`src/rtl/csr_pkg.sv`:
```
// Shared types and helpers for the CSR bus responder: FSM state encoding and
// byte-strobe expansion.
package csr_pkg;

  typedef enum logic [0:0] {
    CSR_IDLE = 1'b0,
    CSR_RESP = 1'b1
  } csr_state_e;

  // Widest register supported by the strobe helper, in bytes.
  localparam int unsigned CSR_MAX_BYTES = 64;

  // Expand a byte-enable vector into a per-bit mask (strobe b covers bits 8b+7..8b).
  function automatic logic [CSR_MAX_BYTES*8-1:0] csr_strb_mask(
    input logic [CSR_MAX_BYTES-1:0] strb
  );
    logic [CSR_MAX_BYTES*8-1:0] mask;
    mask = '0;
    for (int b = 0; b < CSR_MAX_BYTES; b++) begin
      mask[b*8 +: 8] = {8{strb[b]}};
    end
    return mask;
  endfunction

endpackage

```
`src/rtl/csr_w1c_reg.sv`:
```
// Single status register: hardware set pulses OR in, software clears bits with a
// strobed write-1-to-clear; a set on the same edge as a clear wins.
module csr_w1c_reg #(
  parameter int REGISTER_WIDTH = 32
) (
  input  logic                      clk_i,
  input  logic                      rst_ni,
  input  logic [REGISTER_WIDTH-1:0] set_i,
  input  logic                      clr_en_i,
  input  logic [REGISTER_WIDTH-1:0] clr_data_i,
  input  logic [REGISTER_WIDTH-1:0] clr_mask_i,
  output logic [REGISTER_WIDTH-1:0] q_o
);

  logic [REGISTER_WIDTH-1:0] clr_bits;
  logic [REGISTER_WIDTH-1:0] stat_p1;

  assign clr_bits = clr_en_i ? (clr_data_i & clr_mask_i) : '0;

  // Register stage: clear first, then OR the set so the set has priority.
  always_ff @(posedge clk_i) begin
    if (!rst_ni) begin
      stat_p1 <= '0;
    end else begin
      stat_p1 <= (stat_p1 & ~clr_bits) | set_i;
    end
  end

  assign q_o = stat_p1;

endmodule

```
`src/rtl/csr_bus_responder.sv`:
```
// Valid/ready CSR responder: NUM_CTRL byte-strobed read/write control registers
// followed by NUM_STAT W1C status registers, one outstanding request at a time.
module csr_bus_responder
  import csr_pkg::*;
#(
  parameter int REGISTER_WIDTH = 32,
  parameter int NUM_CTRL       = 4,
  parameter int NUM_STAT       = 4,
  parameter int ADDR_WIDTH     = 4
) (
  input  logic                               clk_i,
  input  logic                               rst_ni,
  input  logic                               req_valid_i,
  output logic                               req_ready_o,
  input  logic                               req_write_i,
  input  logic [ADDR_WIDTH-1:0]              req_addr_i,
  input  logic [REGISTER_WIDTH-1:0]          req_wdata_i,
  input  logic [REGISTER_WIDTH/8-1:0]        req_wstrb_i,
  output logic                               rsp_valid_o,
  input  logic                               rsp_ready_i,
  output logic [REGISTER_WIDTH-1:0]          rsp_rdata_o,
  output logic                               rsp_error_o,
  output logic [NUM_CTRL*REGISTER_WIDTH-1:0] ctrl_o,
  input  logic [NUM_STAT*REGISTER_WIDTH-1:0] stat_set_i,
  output logic [NUM_STAT*REGISTER_WIDTH-1:0] stat_o
);

  localparam int NUM_REGS = NUM_CTRL + NUM_STAT;

  csr_state_e state_q, state_d;

  logic                      accept;
  logic                      wr_accept;
  logic                      in_range;
  logic [REGISTER_WIDTH-1:0] wmask;
  logic [REGISTER_WIDTH-1:0] rd_value;
  logic [REGISTER_WIDTH-1:0] rsp_rdata_p1;
  logic                      rsp_error_p1;
  logic [REGISTER_WIDTH-1:0] ctrl_q [NUM_CTRL];
  logic [REGISTER_WIDTH-1:0] stat_q [NUM_STAT];
  logic [NUM_STAT-1:0]       stat_clr_en;

  assign accept    = req_valid_i && req_ready_o;
  assign in_range  = {1'b0, req_addr_i} < (ADDR_WIDTH+1)'(NUM_REGS);
  assign wr_accept = accept && req_write_i && in_range;
  assign wmask     = REGISTER_WIDTH'(csr_strb_mask(CSR_MAX_BYTES'(req_wstrb_i)));

  // FSM: state register
  always_ff @(posedge clk_i) begin
    if (!rst_ni) begin
      state_q <= CSR_IDLE;
    end else begin
      state_q <= state_d;
    end
  end

  // FSM: next-state logic
  always_comb begin
    state_d = state_q;
    case (state_q)
      CSR_IDLE: if (accept)      state_d = CSR_RESP;
      CSR_RESP: if (rsp_ready_i) state_d = CSR_IDLE;
      default:                   state_d = CSR_IDLE;
    endcase
  end

  // FSM: outputs; both handshake signals are forced low while reset is held.
  always_comb begin
    req_ready_o = 1'b0;
    rsp_valid_o = 1'b0;
    if (rst_ni) begin
      case (state_q)
        CSR_IDLE: req_ready_o = 1'b1;
        CSR_RESP: rsp_valid_o = 1'b1;
        default:  ;
      endcase
    end
  end

  // Read mux sees register contents before this edge's updates.
  always_comb begin
    rd_value = '0;
    for (int i = 0; i < NUM_CTRL; i++) begin
      if (req_addr_i == ADDR_WIDTH'(i)) rd_value = ctrl_q[i];
    end
    for (int j = 0; j < NUM_STAT; j++) begin
      if (req_addr_i == ADDR_WIDTH'(NUM_CTRL + j)) rd_value = stat_q[j];
    end
  end

  // Response stage: captured at acceptance, held until consumed.
  always_ff @(posedge clk_i) begin
    if (!rst_ni) begin
      rsp_rdata_p1 <= '0;
      rsp_error_p1 <= 1'b0;
    end else if (accept) begin
      rsp_error_p1 <= !in_range;
      rsp_rdata_p1 <= (req_write_i || !in_range) ? '0 : rd_value;
    end
  end

  assign rsp_rdata_o = rsp_rdata_p1;
  assign rsp_error_o = rsp_error_p1;

  // Control register stage: byte-strobed replace.
  always_ff @(posedge clk_i) begin
    if (!rst_ni) begin
      for (int i = 0; i < NUM_CTRL; i++) ctrl_q[i] <= '0;
    end else begin
      for (int i = 0; i < NUM_CTRL; i++) begin
        if (wr_accept && req_addr_i == ADDR_WIDTH'(i)) begin
          ctrl_q[i] <= (ctrl_q[i] & ~wmask) | (req_wdata_i & wmask);
        end
      end
    end
  end

  for (genvar i = 0; i < NUM_CTRL; i++) begin : g_ctrl_out
    assign ctrl_o[i*REGISTER_WIDTH +: REGISTER_WIDTH] = ctrl_q[i];
  end

  for (genvar j = 0; j < NUM_STAT; j++) begin : g_stat
    assign stat_clr_en[j] = wr_accept && (req_addr_i == ADDR_WIDTH'(NUM_CTRL + j));

    csr_w1c_reg #(
      .REGISTER_WIDTH(REGISTER_WIDTH)
    ) u_stat (
      .clk_i      (clk_i),
      .rst_ni     (rst_ni),
      .set_i      (stat_set_i[j*REGISTER_WIDTH +: REGISTER_WIDTH]),
      .clr_en_i   (stat_clr_en[j]),
      .clr_data_i (req_wdata_i),
      .clr_mask_i (wmask),
      .q_o        (stat_q[j])
    );

    assign stat_o[j*REGISTER_WIDTH +: REGISTER_WIDTH] = stat_q[j];
  end

endmodule

```
`config.mk`:
```
export PLATFORM = sky130hd
export DESIGN_NAME = csr_bus_responder
export DESIGN_NICKNAME = d
export VERILOG_FILES = /design/src/rtl/csr_pkg.sv /design/src/rtl/csr_w1c_reg.sv /design/src/rtl/csr_bus_responder.sv
export SDC_FILE = /design/constraint.sdc
export NUM_CORES = 1
export LEC_CHECK = 0
export BUFFER_PORTS_ARGS = -buffer_cell sky130_fd_sc_hd__buf_2
export CORE_UTILIZATION = 38
export DETAILED_ROUTE_END_ITERATION = 12
export PLACE_DENSITY = 0.6
export SLEW_MARGIN = 0
export SYNTH_ARGS = -nofsm -noshare
export SYNTH_HDL_FRONTEND = slang
export SYNTH_HIERARCHICAL = 1
export SYNTH_SLANG_ARGS = --single-unit
```
`constraint.sdc`:
```
create_clock -name clk_i -period 4.79 [get_ports clk_i]
set_input_delay 0.479 -clock clk_i [delete_from_list [all_inputs] [get_ports clk_i]]
set_output_delay 0.479 -clock clk_i [all_outputs]
set_load 0.005 [all_outputs]
```
==> results of run 1 <==
worst min path at each step:
stage	to	slack, ns
after floorplan	rsp_rdata_o[7]	0.45
after global placement	rsp_rdata_o[7]	0.44
after detailed placement	rsp_rdata_o[7]	0.45
after CTS	state_q	0.11
after global routing	state_q	0.14
final	state_q	0.13
logic make-up after synthesis:
family,count (synthesis)
compound gates,628
mux,51
buf+inv,241
simple gates,269
flops,290
critical path: stages:
cell                       delay (ns)
sky130_fd_sc_hd__buf_4           0.60
sky130_fd_sc_hd__nand3b_4        0.56
sky130_fd_sc_hd__nor3_4          0.29
sky130_fd_sc_hd__buf_4           0.34
sky130_fd_sc_hd__nand3_2         0.66
sky130_fd_sc_hd__or2_0           0.44
sky130_fd_sc_hd__a31oi_1         0.18
area by class of cell:
cell class                 instances  area, um^2  area share [%]
antenna                            2        5.00          0.0280
clock buffer                      59        1110            6.22
clock inverter                     4        20.0           0.112
inverter                         133         499            2.80
multi-input combinational        948        6080            34.1
sequential                       290        7090            39.7
tap                              468         586            3.28
timing repair buffer             482        2470            13.8
per-layer routing:
layer	track usage [%]	up-vias	routed length, um	part of all wire, %
li1	-	6359	-	-
met1	38.1	6866	24000	41
met2	48.2	716	26900	46
met3	6.72	125	5250	9.0
met4	11.4	2	2100	3.6
met5	0	-	10	0.017
cell usage in the layout (no fill, tap or decap), drive strengths merged, types with 2 or more instances in the layout:
cell type / instances
a2111oi: 2
a21oi: 157
a221oi: 19
a22o: 9
a22oi: 2
a31oi: 3
a32oi: 2
a41oi: 128
buf: 482
clkbuf: 59
clkinv: 6
dfxtp: 162
diode: 2
edfxtp: 128
inv: 131
mux2: 39
mux2i: 12
nand2: 92
nand2b: 134
nand3: 2
nor2: 20
nor2b: 5
nor3: 4
o2111ai: 2
o211ai: 4
o21a: 26
o21ai: 202
o221ai: 28
o22a: 2
o22ai: 36
o32a: 2
or2: 3
or3: 2
state kept, by name, summed over array words and instances (netlist names):
name               flops
ctrl_q               128
g_stat.u_stat/q_o    128
rsp_rdata_o           32
rsp_error_o            1
state_q                1
per-stage QoR:
stage               utilization [%]  area [um^2]  total power, mW  setup WS (ns)  hold slack (ns)
floorplan                         -        14100             3.19           2.33            0.448
global placement               45.7        16700             3.59           1.16            0.441
detailed placement             45.7        16700             3.60           1.13            0.454
CTS                            48.8        17800             6.24           1.67            0.114
global route                   48.8        17900             6.42           1.41            0.138
finish                         48.8        17900             6.21           1.60            0.134
report_power, final:
group / switching [mW] / internal, mW / leakage, nW / total [mW]
sequential: 0.115 / 2.71 / 2.67 / 2.82
combinational: 0.447 / 0.292 / 4.40 / 0.739
clock: 1.08 / 1.58 / 0.556 / 2.65
total: 1.64 / 4.58 / 7.62 / 6.21
==> out/qor.log, run 1 <==
[status] run status finished clean
[floorplan] Die Footprint 37900 um^2
[routing] vias per std cell 5.90
[grt] GRT Resource Usage Total 29.6%
[clock_network] clock slew at reported path FFs 0.06 ns
[sta] setup repair after global routing missed its margin false
[layout] Post-Layout Cell Count 2386
[yosys] area fraction of the dominant cell type after synthesis 27.2%
[layout] layout-stage area growth over the synthesis result 26.5%
[critical_path] top fanout value on the critical path 78
[worst_hold_path] hold wc startpoint rsp_ready_i
[place] placer's final routability congestion estimate 0.837
[clock_network] Clock Sink Count 290
[floorplan] initial core utilization 38.6%
[yosys] list of most frequent post-synthesis cells sky130_fd_sc_hd__o21ai_0 (201), sky130_fd_sc_hd__dfxtp_1 (162), sky130_fd_sc_hd__a21oi_1 (157)
[yosys] xor/xnor cell area share of the yosys netlist 0%
[grt] pin count of the biggest net entering global routing 79
[critical_path] Data arrival, critical path 3.63 ns
[pwr] Leak 7.62 nW
[grt] overflow left after global routing 0
[clock_network] clock buffer count from CTS 35
[worst_hold_path] Hold Crit Class input pin to register
[clock_network] Clk Latency, worst-skew pair 0.53 ns
[yosys] Yosys reg bits 290
[critical_path] CP Launch Type input pin
[pwr] power density over the cells 348 nW/um^2
[yosys] most area-consuming cells after synthesis sky130_fd_sc_hd__edfxtp_1 (27%), sky130_fd_sc_hd__dfxtp_1 (23%), sky130_fd_sc_hd__a41oi_1 (7.9%), sky130_fd_sc_hd__o21ai_0 (7.1%), sky130_fd_sc_hd__nand2b_1 (5.9%)
[clock_network] Post-CTS Setup Inserts 0
[yosys] async set or reset register ratio after synthesis 0%
[sta] final setup violation count 0
[layout] Final #Nets 2063
[routing] routed length per placed instance 24.4 um
[worst_hold_path] worst hold stages 2
[yosys] count of flip-flops with a built-in enable after synthesis 128
[critical_path] reg2reg path depth 6
[yosys] Synth Area in Simple Gates 10.1%
[critical_path] reg-to-reg critical path startpoint state_q
[routing] violation count after the first detailed-routing iteration 1196
[routing] aggregate routed wire length 58300 um
[yosys] sequential element share of the synthesized area 50.2%
[sta] number of pins with negative max-slew slack in the final report 0
[sta] crit share post-route 66.6%
[layout] proportion of layout cells with a drive suffix above 1 31.1%
[yosys] main flop type after synthesis sky130_fd_sc_hd__dfxtp_1
[clock_network] number of instances resized during post-cts repair 0
[pwr] maximum resistive drop on vdd 0.000249 V
[yosys] unique cell type count in the Yosys netlist 52
[yosys] most used standard cell by instance count after synthesis sky130_fd_sc_hd__o21ai_0
[clock_network] cell chosen for the clock root sky130_fd_sc_hd__clkbuf_16
[sta] final worst path period need 3.19 ns
[floorplan] die span in x 195 um
[yosys] share of synthesized cell area in full adder, half adder and majority cells 0%
[yosys] yosys synthesis warning count 6
[yosys] multiplexer fraction of the synthesized cell area 3.96%
[grt] via count of the first global-routing pass 13400
[critical_path] data required time at the worst endpoint 5.22 ns
[place] Placed Cells incl. Taps 2321
[sta] worst rel slew slack 11.2%
[routing] total via count after detailed routing 14100
[critical_path] startpoint of the most critical setup path rst_ni
[sta] Max Fclk 0.313 GHz
[layout] fill count 3591
[yosys] post-synthesis compound-gate area fraction 28.5%
[critical_path] CP endpoint kind register
[sta] transition time at the pin with the least slew margin 1.33 ns
[floorplan] Core Box Area 36600 um^2
[yosys] Post-Synthesis Cells 1479
[yosys] dominant combinational cell family by area after synthesis compound AO/OA/AOI/OAI gates
[routing] total DRC errors in the routed layout 0
[clock_network] maximum count of clock buffers along a single path 3
[yosys] netlist area before placement 14100 um^2
[grt] initial antenna violation count 4
[grt] global-route wire length before repair 85100 um
[place] Detailed Place HPWL 36700 um
[yosys] average footprint of a synthesized cell 9.54 um^2
[sta] Layout Skew 0.00821 ns
[floorplan] number of top-level design ports 464
[job] max-cap viol count 0
[critical_path] worst reg2reg endpoint rsp_rdata_o[31]
[routing] number of nets still failing antenna checks after routing 0
[critical_path] Register-to-Register Setup Slack 1.97 ns
[floorplan] placement row count 70
[clock_network] CTS tree built
[place] count of port buffers added during placement 463
[sta] final number of hold-violating endpoints 0
[routing] drt pass-1 iters 5
[critical_path] critical setup path kind input pin to register
[critical_path] worst setup path endpoint rsp_rdata_o[31]
[clock_network] depth of the CTS H-tree 2
[yosys] Net Count, Synth 1652
[sta] total negative setup slack 0 ns
[clock_network] hold-fix buffer count after cts 0
[floorplan] die span in y 195 um
[yosys] cell type with the largest total area after synthesis sky130_fd_sc_hd__edfxtp_1
Note: power is estimated with default switching activity, not from simulation.
==> run 2, diff against run 1 <==
==> constraint.sdc (replaced) <==
create_clock -name clk_i -period 3.1 [get_ports clk_i]
set_input_delay 0.31 -clock clk_i [delete_from_list [all_inputs] [get_ports clk_i]]
set_output_delay 0.31 -clock clk_i [all_outputs]
set_load 0.005 [all_outputs]
==> run 2 against run 1 <==
Worst setup slack lost 0.88 ns. Final cell count grew 1.1%. Clock power grew 60%. Register-to-register slack lost 1.3 ns. Largest cell class unchanged.
==> out/qor.log, run 2 (synthesized netlist as in run 1, its figures left out) <==
[grt] via count of the first global-routing pass 13500 [+0.78%]
[job] max-cap viol count 0 [unchanged]
[floorplan] initial core utilization 38.6% [unchanged]
[clock_network] maximum count of clock buffers along a single path 3 [unchanged]
[place] Detailed Place HPWL 39400 um [+7.4%]
[critical_path] CP Launch Type register
[place] placer's final routability congestion estimate 0.823 [-1.7%]
[clock_network] depth of the CTS H-tree 2 [unchanged]
[floorplan] number of top-level design ports 464 [unchanged]
[sta] final setup violation count 0 [unchanged]
[grt] initial antenna violation count 4 [unchanged]
[floorplan] placement row count 70 [unchanged]
[layout] leading cell types in the layout, fill and taps excluded sky130_fd_sc_hd__buf_2 (460), sky130_fd_sc_hd__o21ai_0 (201), sky130_fd_sc_hd__dfxtp_1 (162)
[floorplan] Core Box Area 36600 um^2 [unchanged]
[routing] total via count after detailed routing 14200 [+1.1%]
[floorplan] Die Footprint 37900 um^2 [unchanged]
[layout] proportion of layout cells with a drive suffix above 1 32.2% [+1.2 points]
[critical_path] Data arrival, critical path 2.73 ns [-0.90 ns]
[layout] Final #Nets 2087 [+1.2%]
[sta] setup repair after global routing missed its margin false
[routing] routed length per placed instance 24.6 um [+0.81%]
[worst_hold_path] Hold Crit Class input pin to register
[layout] footprint of the flip-flops and latches 7090 um^2 [unchanged]
[critical_path] CP endpoint kind register
[routing] drt pass-1 iters 8 [+3]
[sta] worst rel slew slack 33.2% [+22 points]
[sta] Max Fclk 0.419 GHz
[sta] Layout Skew 0.0215 ns [+0.0133 ns]
[sta] crit share post-route 77.0%
[critical_path] Register-to-Register Setup Slack 0.71 ns [-1.26 ns]
[critical_path] top fanout value on the critical path 17 [-78%]
[place] Placement Setup Slack 0.631 ns [-0.504 ns]
[pwr] Leak 7.79 nW [+2.3%]
[place] Placed Cells incl. Taps 2343 [+0.95%]
[routing] total DRC errors in the routed layout 0 [unchanged]
[sta] final number of hold-violating endpoints 0 [unchanged]
[pwr] total power after layout 9.76 mW [+57%]
[layout] layout-stage area growth over the synthesis result 28.6%
[grt] global-route wire length before repair 86500 um [+1.6%]
[pwr] maximum resistive drop on vdd 0.000319 V [+28%]
[sta] final worst-path setup slack 0.714 ns [-0.885 ns]
[clock_network] clock buffer count from CTS 36 [+2.9%]
[sta] total negative setup slack 0 ns [unchanged]
[status] run status finished clean
[grt] pin count of the biggest net entering global routing 84 [+6.3%]
[grt] GRT Resource Usage Total 30.2% [+0.58 points]
[routing] aggregate routed wire length 59400 um [+1.9%]
[clock_network] Post-CTS Setup Inserts 0 [unchanged]
[sta] number of pins with negative max-slew slack in the final report 0 [unchanged]
[clock_network] Clk Latency, worst-skew pair 0.53 ns [about the same]
[layout] Post-Layout Cell Count 2412 [+1.1%]
[routing] number of nets still failing antenna checks after routing 0 [unchanged]
[critical_path] critical setup path kind register to register
[pwr] power density over the cells 538 nW/um^2 [+55%]
[place] count of port buffers added during placement 463 [unchanged]
[clock_network] CTS tree built
[sta] transition time at the pin with the least slew margin 1.00 ns [-0.326 ns]
[layout] fill count 3501 [-2.5%]
[routing] vias per std cell 5.90 [about the same]
[layout] total area of multi-input combinational cells 6080 um^2 [unchanged]
[routing] violation count after the first detailed-routing iteration 1164 [-2.7%]
[clock_network] cell chosen for the clock root sky130_fd_sc_hd__clkbuf_16
[clock_network] clock slew at reported path FFs 0.06 ns [about the same]
[sta] Post-Route Hold Slack 0.0684 ns [-0.0660 ns]
[layout] leading cell type in the layout, fill and taps excluded sky130_fd_sc_hd__buf_2
[floorplan] die span in y 195 um [unchanged]
[clock_network] Clock Sink Count 290 [unchanged]
[grt] overflow left after global routing 0 [unchanged]
[sta] final worst path period need 2.39 ns
[floorplan] die span in x 195 um [unchanged]
[critical_path] data required time at the worst endpoint 3.44 ns [-1.78 ns]
==> run 2: changes by cell type in the layout (fill, tap and decap cells not counted), moves of 3 or more <==
cell                       delta
sky130_fd_sc_hd__buf_12       +6
sky130_fd_sc_hd__buf_4       +16
sky130_fd_sc_hd__clkbuf_1    -10
sky130_fd_sc_hd__clkinv_1     +4
sky130_fd_sc_hd__clkinv_2     +6
sky130_fd_sc_hd__inv_6        +3
==> run 2: layer usage <==
layer	global-route usage (%)	part of all wire, %	vias up	wire length (um)
li1	-	-	6417	-
met4	10.5	3.2	4	1910
met1	38.7	41	6961	24500
met5	0	0.047	-	28
met2	49.4	47	728	27700
met3	7.51	8.8	114	5250
==> run 2: critical path, cell delays in order, from the launching register on <==
cell and delay [ns]:
sky130_fd_sc_hd__dfxtp_1 0.32, sky130_fd_sc_hd__inv_1 0.13, sky130_fd_sc_hd__nand4_1 0.38, sky130_fd_sc_hd__nor2_1 0.38
sky130_fd_sc_hd__and2_2 0.59, sky130_fd_sc_hd__buf_12 0.24, sky130_fd_sc_hd__a41oi_1 0.13
==> run 2: final cells by class <==
cell class                 count  area share (%)
inverter                     133            2.75
clock buffer                  46            5.62
tap                          468            3.23
timing repair buffer         505            15.0
sequential                   290            39.0
antenna                        2          0.0276
multi-input combinational    948            33.5
clock inverter                20           0.868
==> run 2: path summary, 6_finish.rpt <==
path / from / endpoint / cells past startpoint
hold reg to reg: rsp_rdata_o[7] / rsp_rdata_o[7] / 2
hold / removal: req_wdata_i[9] / g_stat[2].u_stat/q_o[9] / 2
setup / recovery: state_q / g_stat[1].u_stat/q_o[30] / 6
setup reg to reg: state_q / g_stat[1].u_stat/q_o[30] / 6
==> run 2: power by group <==
| group | switching [mW] | internal [mW] | total [mW] |
|---|---|---|---|
| Clock | 1.72 | 2.51 | 4.23 |
| Sequential | 0.186 | 4.18 | 4.37 |
| Combinational | 0.696 | 0.474 | 1.17 |
==> run 2: stage by stage <==
step / cell area [um^2] / utilization, %
detailed placement: 17000 / 46.3
finish: 18200 / 49.6
CTS: 18100 / 49.6
floorplan: 14100 / -
global route: 18200 / 49.6
global placement: 17000 / 46.3
==> run 2: what timing repair did <==
action                                  CTS  global route
endpoints found under the setup margin    0             0
resized for setup                         0             0
endpoints found under the hold margin     1             0
hold buffers                              1             0
